File: src/rtl/alu4_seq_ctrl.sv
// Command/response sequencer for the 4-bit alu4: issues AND/OR/ADD/SUB and iterated-add MUL.
// Optional ALU4_SEQ_STATS_EN adds an op_count output counting completed responses.
module alu4_seq_ctrl #(
  parameter int DATA_W = 4
`ifdef ALU4_SEQ_STATS_EN
  , parameter int STAT_W = 8
`endif
) (
  input  logic              clk,
  input  logic              rst_n,
  input  logic              cmd_valid,
  output logic              cmd_ready,
  input  logic [2:0]        cmd_op,
  input  logic [DATA_W-1:0] cmd_a,
  input  logic [DATA_W-1:0] cmd_b,
  output logic              rsp_valid,
  input  logic              rsp_ready,
  output logic [DATA_W-1:0] rsp_data,
  output logic              rsp_zf,
  output logic              rsp_cf,
  output logic              rsp_sf,
  output logic              rsp_err,
  output logic [1:0]        alu_ctl,
  output logic [DATA_W-1:0] alu_a,
  output logic [DATA_W-1:0] alu_b,
  input  logic [DATA_W-1:0] alu_out,
  input  logic              alu_zf,
  input  logic              alu_cf,
  input  logic              alu_sf,
`ifdef ALU4_SEQ_STATS_EN
  output logic [STAT_W-1:0] op_count,
`endif
  output logic              busy
);

  typedef enum logic [1:0] {IDLE, EXEC, MUL, RESP} state_t;

  state_t            r_state;
  logic [DATA_W-1:0] r_cnt;
  logic              w_rspDone;

  assign cmd_ready = rst_n & (r_state == IDLE);
  assign busy      = (r_state != IDLE);
  assign w_rspDone = rsp_valid & rsp_ready;

  // During MUL, alu_a doubles as the accumulator and alu_b holds the multiplicand.
  always_ff @(posedge clk or negedge rst_n) begin
    if (!rst_n) begin
      r_state   <= IDLE;
      r_cnt     <= '0;
      rsp_valid <= 1'b0;
      rsp_data  <= '0;
      rsp_zf    <= 1'b0;
      rsp_cf    <= 1'b0;
      rsp_sf    <= 1'b0;
      rsp_err   <= 1'b0;
      alu_ctl   <= 2'd0;
      alu_a     <= '0;
      alu_b     <= '0;
    end else begin
      case (r_state)
        IDLE: begin
          if (cmd_valid) begin
            case (cmd_op)
              3'd0, 3'd1, 3'd2, 3'd3: begin
                alu_ctl <= cmd_op[1:0];
                alu_a   <= cmd_a;
                alu_b   <= cmd_b;
                r_state <= EXEC;
              end
              3'd4: begin
                if (cmd_b != '0) begin
                  alu_ctl <= 2'd2;
                  alu_a   <= '0;
                  alu_b   <= cmd_a;
                  r_cnt   <= cmd_b;
                  r_state <= MUL;
                end else begin
                  rsp_data  <= '0;
                  rsp_zf    <= 1'b1;
                  rsp_cf    <= 1'b0;
                  rsp_sf    <= 1'b0;
                  rsp_err   <= 1'b0;
                  rsp_valid <= 1'b1;
                  r_state   <= RESP;
                end
              end
              default: begin
                rsp_data  <= '0;
                rsp_zf    <= 1'b0;
                rsp_cf    <= 1'b0;
                rsp_sf    <= 1'b0;
                rsp_err   <= 1'b1;
                rsp_valid <= 1'b1;
                r_state   <= RESP;
              end
            endcase
          end
        end
        EXEC: begin
          rsp_data  <= alu_out;
          rsp_zf    <= alu_zf;
          rsp_cf    <= alu_cf;
          rsp_sf    <= alu_sf;
          rsp_err   <= 1'b0;
          rsp_valid <= 1'b1;
          alu_ctl   <= 2'd0;
          alu_a     <= '0;
          alu_b     <= '0;
          r_state   <= RESP;
        end
        MUL: begin
          if (r_cnt == DATA_W'(1)) begin
            rsp_data  <= alu_out;
            rsp_zf    <= alu_zf;
            rsp_cf    <= alu_cf;
            rsp_sf    <= alu_sf;
            rsp_err   <= 1'b0;
            rsp_valid <= 1'b1;
            alu_ctl   <= 2'd0;
            alu_a     <= '0;
            alu_b     <= '0;
            r_state   <= RESP;
          end else begin
            alu_a <= alu_out;
            r_cnt <= r_cnt - DATA_W'(1);
          end
        end
        RESP: begin
          if (rsp_ready) begin
            rsp_valid <= 1'b0;
            r_state   <= IDLE;
          end
        end
        default: r_state <= IDLE;
      endcase
    end
  end

`ifdef ALU4_SEQ_STATS_EN
  always_ff @(posedge clk or negedge rst_n) begin
    if (!rst_n)
      op_count <= '0;
    else if (w_rspDone)
      op_count <= op_count + STAT_W'(1);
  end
`else
  logic w_unusedDone;
  assign w_unusedDone = w_rspDone;
`endif

endmodule

File: config.mk
export PLATFORM = sky130hd
export DESIGN_NAME = alu4_seq_ctrl
export DESIGN_NICKNAME = d
export VERILOG_FILES = /design/src/rtl/alu4_seq_ctrl.sv
export SDC_FILE = /design/constraint.sdc
export NUM_CORES = 1
export LEC_CHECK = 0
export ABC_AREA = 0
export CAP_MARGIN = 20
export CORE_MARGIN = 2
export CORE_UTILIZATION = 43
export DETAILED_ROUTE_END_ITERATION = 10
export PLACE_DENSITY = 0.81
export SYNTH_ARGS = -nofsm -noshare
export SYNTH_HDL_FRONTEND = slang
export SYNTH_SLANG_ARGS = --single-unit
export TNS_END_PERCENT = 20
File: constraint.sdc
create_clock -name clk -period 2.02 [get_ports clk]
set_input_delay 0.606 -clock clk [delete_from_list [all_inputs] [get_ports clk]]
set_output_delay 0.606 -clock clk [all_outputs]
set_load 0.01 [all_outputs]
After elaboration in Yosys (flattened, before gate mapping)
Cells that the tools add are included.

$mul: 0. Bitwise logic cells: 1. Equal/unequal tests: 18. Muxes and demuxes: 52. Add/sub/neg operators: 1. Shifts and indexed selects: 0. Divide/modulo/power cells: 0. Reductions and logical operators: 13. Order comparisons: 0.

Operator list (count): $mux 4 (13); $pmux 4 s3 (3); $pmux 4 s2 (4); $reduce_and 5->1 (4); $mux 1 (13); $mux 2 (6); $pmux 1 s3 (4); $ne 2x2->1 const B (5); $pmux 1 s2 (4); $pmux 2 s2 (2); $pmux 2 s4 (1); $eq 3x2->1 const B (2); $ne 3x3->1 const B (2); $pmux 2 s3 (1); $eq 2x2->1 const B (2); $eq 4x1->1 const B (1); $ne 2x1->1 const B (2); $pmux 1 s4 (1); $reduce_and 4->1 (1); $reduce_bool 2->1 (2); $reduce_bool 4->1 (1); $reduce_or 4->1 (1); $sub 4x1->4 const B (1); $eq 3x1->1 const B (1); 8 further kinds (8).

Bits in read-only memories: 0. Latch bits: 0. Logic and storage cells: 96. RAM bits: 0. Memories kept: 0. Register bits: 25. Output and inout bits: 21.

Logic depth before layout (Yosys ltp)
Depth in word-level cells: 5. Depth in mapped cells: 7. Gate-level depth less buffers: 6.

Least setup slack after synthesis
Ideal clock, no wire load.

Path type: input -> register. Start point: input port cmd_b[0]. End point: register rsp_data[0]. Cell stages on the path: 5. Setup time: 0.125 ns. Data arrival time: 2.215 ns. Slack: -0.319 ns. Required time: 1.895 ns. Cell sequence: or4_1 -> buf_2 -> a21o_1 -> a211oi_4 -> mux2_2.

Longest elaborated chain between the ends: 3.

RTL lines: start, declared (line 15) `input logic [DATA_W-1:0] cmd_b,`; $reduce_bool 4->1 (line 72) `if (cmd_b != '0) begin`; $ne 3x3->1 (no source line); $reduce_and 5->1 (no source line); end signal, assigned (line 101) `rsp_data <= alu_out;`; end signal, assigned (line 114) `rsp_data <= alu_out;`; end, declared (line 18) `output logic [DATA_W-1:0] rsp_data,`.

Every way passes these cells. A chain may end at the register's enable or synchronous reset.

Final worst setup path
Start point: input port cmd_b[0]. End point: register alu_b[3].

Longest elaborated chain between the ends: 3.

RTL lines: $reduce_bool 4->1 (line 72); $ne 3x3->1 (no source line); $reduce_and 5->1 (no source line); end signal, assigned (line 68) `alu_b <= cmd_b;`; end signal, assigned (line 75) `alu_b <= cmd_a;`; end, declared (line 25) `output logic [DATA_W-1:0] alu_b,`.

Every way passes these cells.

==> impl_metrics.env <==
export IMPL_outcome="completed"
export IMPL_cts_tree="done"
export IMPL_dp_slack_ns=-0.667
export IMPL_cts_sinks=25
export IMPL_vias=1421
export IMPL_synthArstFlopShare_pct=100
export IMPL_avgSynthCellArea_sq_um=9.86
export IMPL_synthMuxAreaShare_pct=17.4
export IMPL_synth_seq_cells=25
export IMPL_drtIter0Drc=86
export IMPL_vias_per_cell=5.28
export IMPL_synth_warnings=0
export IMPL_worst_pin_slew_ns=0.359
export IMPL_grt_pass1_wl_um=6820
export IMPL_critical_path_class="in -> reg"
export IMPL_crit_fanout=6
export IMPL_ctsRootBufferMaster="clkbuf_4"
export IMPL_core_area_sq_mm=0.00334
export IMPL_dp_cells=261
export IMPL_power_frac_seq_pct=24.3
export IMPL_syn_area_sq_mm=0.00150
export IMPL_totalWireLength_um=4220
export IMPL_timing_rr_start="r_cnt[1]"
export IMPL_worst_ep_arrival_time_ns=2.23
export IMPL_r2r_slack_ns=0.007
export IMPL_cts_htree_levels=1
export IMPL_syn_to_final_growth_pct=54.3
export IMPL_slew_headroom_pct=76.0
export IMPL_fin_nets=253
export IMPL_num_rows=21
export IMPL_maxCapViolCount=0
export IMPL_grt_pass1_vias=1437
export IMPL_fin_crit_ns=2.01
export IMPL_clkLatencyLatePin_ns=0.32
export IMPL_drt_pass1_iter_count=4
export IMPL_die_height_um=63.0
export IMPL_cp_end_kind="register"
export IMPL_antenna_found_initial=0
export IMPL_critPathLaunchType="primary input"
export IMPL_yosys_area_share_simple_pct=16.4
export IMPL_hold_ws_ns=0.465
export IMPL_hold_path_class="in -> async"
export IMPL_ys_flop_type="dfrtp_1"
export IMPL_clkSlewWorstSetupHoldPaths_ns=0.14
export IMPL_synth_top_family_by_area="multiplexers"
export IMPL_synthTopCellsByArea="dfrtp_1 42%, mux2_2 12%, ha_1 5.8%"
export IMPL_p_leak_nw=1.08
export IMPL_synthAdderAreaFrac_pct=5.84
export IMPL_switching_share_pct=38.3
export IMPL_start_util_pct=44.9
export IMPL_power_switching_mw=1.39
export IMPL_dp_hpwl_um=3050
export IMPL_crit_required_ns=2.23
export IMPL_antennaDiodeCount=0
export IMPL_clkPwrFrac_pct=6.2
export IMPL_hold_viol=0
export IMPL_synth_compound_area_share_pct=13.6
export IMPL_die_width_um=63.0
export IMPL_synth_edf_count=0
export IMPL_numCtsBuffers=3
export IMPL_final_core_util_pct=69.3
export IMPL_rr_worst_depth=6
export IMPL_p_int_mw=2.24
export IMPL_die_area_sq_mm=0.00397
export IMPL_yosysTopAreaCell="dfrtp_1"
export IMPL_post_drt_wl_per_cell_um=15.7
export IMPL_fmaxAchievable_ghz=0.497
export IMPL_fin_skew_ns=0.0131
export IMPL_synth_top_area_share_pct=41.7
export IMPL_gr_total_overflow=0
export IMPL_io_pins=43
export IMPL_slew_violations=0
export IMPL_synth_xor_area_share_pct=0
export IMPL_power_density_mw_per_mm2=1570
export IMPL_drive_gt1_share_pct=31.8
export IMPL_routabilityCongestion=0.894
export IMPL_synthCells=152
export IMPL_cts_buffer_depth=2
export IMPL_ys_types=35
export IMPL_port_buffers=42
export IMPL_synth_fp_nets=181
export IMPL_final_setup_worst_slack_ns=0.00743
export IMPL_pwr_share_comb_pct=69.5
export IMPL_r2r_end="alu_b[0]"
export IMPL_grt_setup_unrepaired="true"
export IMPL_peakVddDrop_v=0.000867
export IMPL_finalSetupViolations=0
export IMPL_grt_max_degree=26
export IMPL_instances_no_fill=269
export IMPL_period_share_pct=99.6
export IMPL_drc=0
export IMPL_grtUsageTotal_pct=22.0
export IMPL_postRouteAntennaNets=0
export IMPL_nFillCells=244
export IMPL_ys_seq_area_share_pct=41.7
export IMPL_design_power_total_mw=3.63
## flip-flops by register name, indices dropped and copies added (netlist names)
name,count
alu_a,4
alu_b,4
alu_ctl,2
r_cnt,4
r_state,2
rsp_cf,1
rsp_data,4
rsp_err,1
rsp_sf,1
rsp_valid,1
rsp_zf,1
## cells by family after synthesis
kind of cell | after synthesis
flip-flops | 25
buffers and inverters | 20
AO/OA/AOI/OAI | 28
multiplexers | 24
AND/OR/NAND/NOR | 48
adder cells (fa/ha/maj) | 7
## how the worst max path moves through the flow
stage	slack (ns)	cells after the start	to	start
after floorplan	-0.29	5	rsp_data[0]	cmd_b[0]
after global placement	-0.63	6	alu_b[3]	cmd_b[1]
after detailed placement	-0.67	6	alu_b[0]	cmd_b[1]
after CTS	-0.00004	6	alu_ctl[0]	r_cnt[1]
after global routing	-0.04	6	alu_b[3]	cmd_b[0]
final	0.007	6	alu_b[3]	cmd_b[0]
## layout by cell type (no fill, tap or decap), drive strengths merged, types with 2 or more instances in the layout
cell           netlist  routed
or3b                 2       2
o21ai                5       5
mux2i                8       8
nand3                4       4
inv                 12      12
nand2               17      17
dlygate4sd2          0       3
o211ai               2       2
nand2b               3       3
and2                 6       6
clkdlybuf4s50        0      34
clkdlybuf4s15        0       3
mux2                16      16
o2bb2ai              4       4
clkbuf               7       4
nor2                 7       7
dfrtp               25      25
ha                   7       7
a21oi                8       8
buf                  1      35
nor3                 2       2
## routing by layer
metal | share of wire, % | wire length [um] | track usage [%]
met1 | 42 | 1780 | 26.6
met3 | 5.8 | 243 | 3.96
met4 | 1.7 | 73 | 6.67
met2 | 50 | 2110 | 39.4
met5 | 0 | 0 | 0
## power groups by stage
stage	registers, mW	logic (mW)	clock network (mW)
final	0.881	2.52	0.225
after global routing	0.910	2.72	0.253
after CTS	0.871	2.40	0.230
after detailed placement	0.872	2.18	0
after global placement	0.856	2.10	0
after floorplan	0.933	1.20	0
## synthesized netlist by cell type (5+ instances only)
| library cell | number |
|---|---|
| dfrtp_1 | 25 |
| nand2_1 | 17 |
| mux2_2 | 16 |
| inv_1 | 12 |
| a21oi_1 | 8 |
| mux2i_1 | 8 |
| clkbuf_1 | 7 |
| ha_1 | 7 |
| nor2_1 | 7 |
| and2_1 | 6 |
| o21ai_0 | 5 |
## through the flow
| stage | TNS (ns) | instance area [sq um] |
|---|---|---|
| 2_1_floorplan | -2.51 | 1500 |
| 3_3_place_gp | -13.18 | 2160 |
| 3_5_place_dp | -13.67 | 2160 |
| 4_1_cts | -0.0000400 | 2260 |
| 5_1_grt | -0.230 | 2310 |
| 6_report | 0 | 2310 |
## area by class of cell
| cell class | count | area (sq um) | area share [%] |
|---|---|---|---|
| multi-input combinational | 107 | 898 | 38.9 |
| clock buffer | 4 | 26.3 | 1.14 |
| tap | 46 | 57.6 | 2.49 |
| inverter | 12 | 45.0 | 1.95 |
| sequential | 25 | 626 | 27.1 |
| timing repair buffer | 75 | 659 | 28.5 |
## timing repair
action	CTS	global route
resized for setup	34	11
endpoints found under the setup margin	24	20
setup buffers	2	2
pin swaps	5	3
hold buffers	0	0
## critical path: stages
cell,delay [ns]
clkdlybuf4s15_1,0.20
or4_4,0.50
buf_4,0.17
nand3_1,0.10
a311o_2,0.30
mux2_2,0.35
No activity file was read; power rests on OpenSTA's default activity.
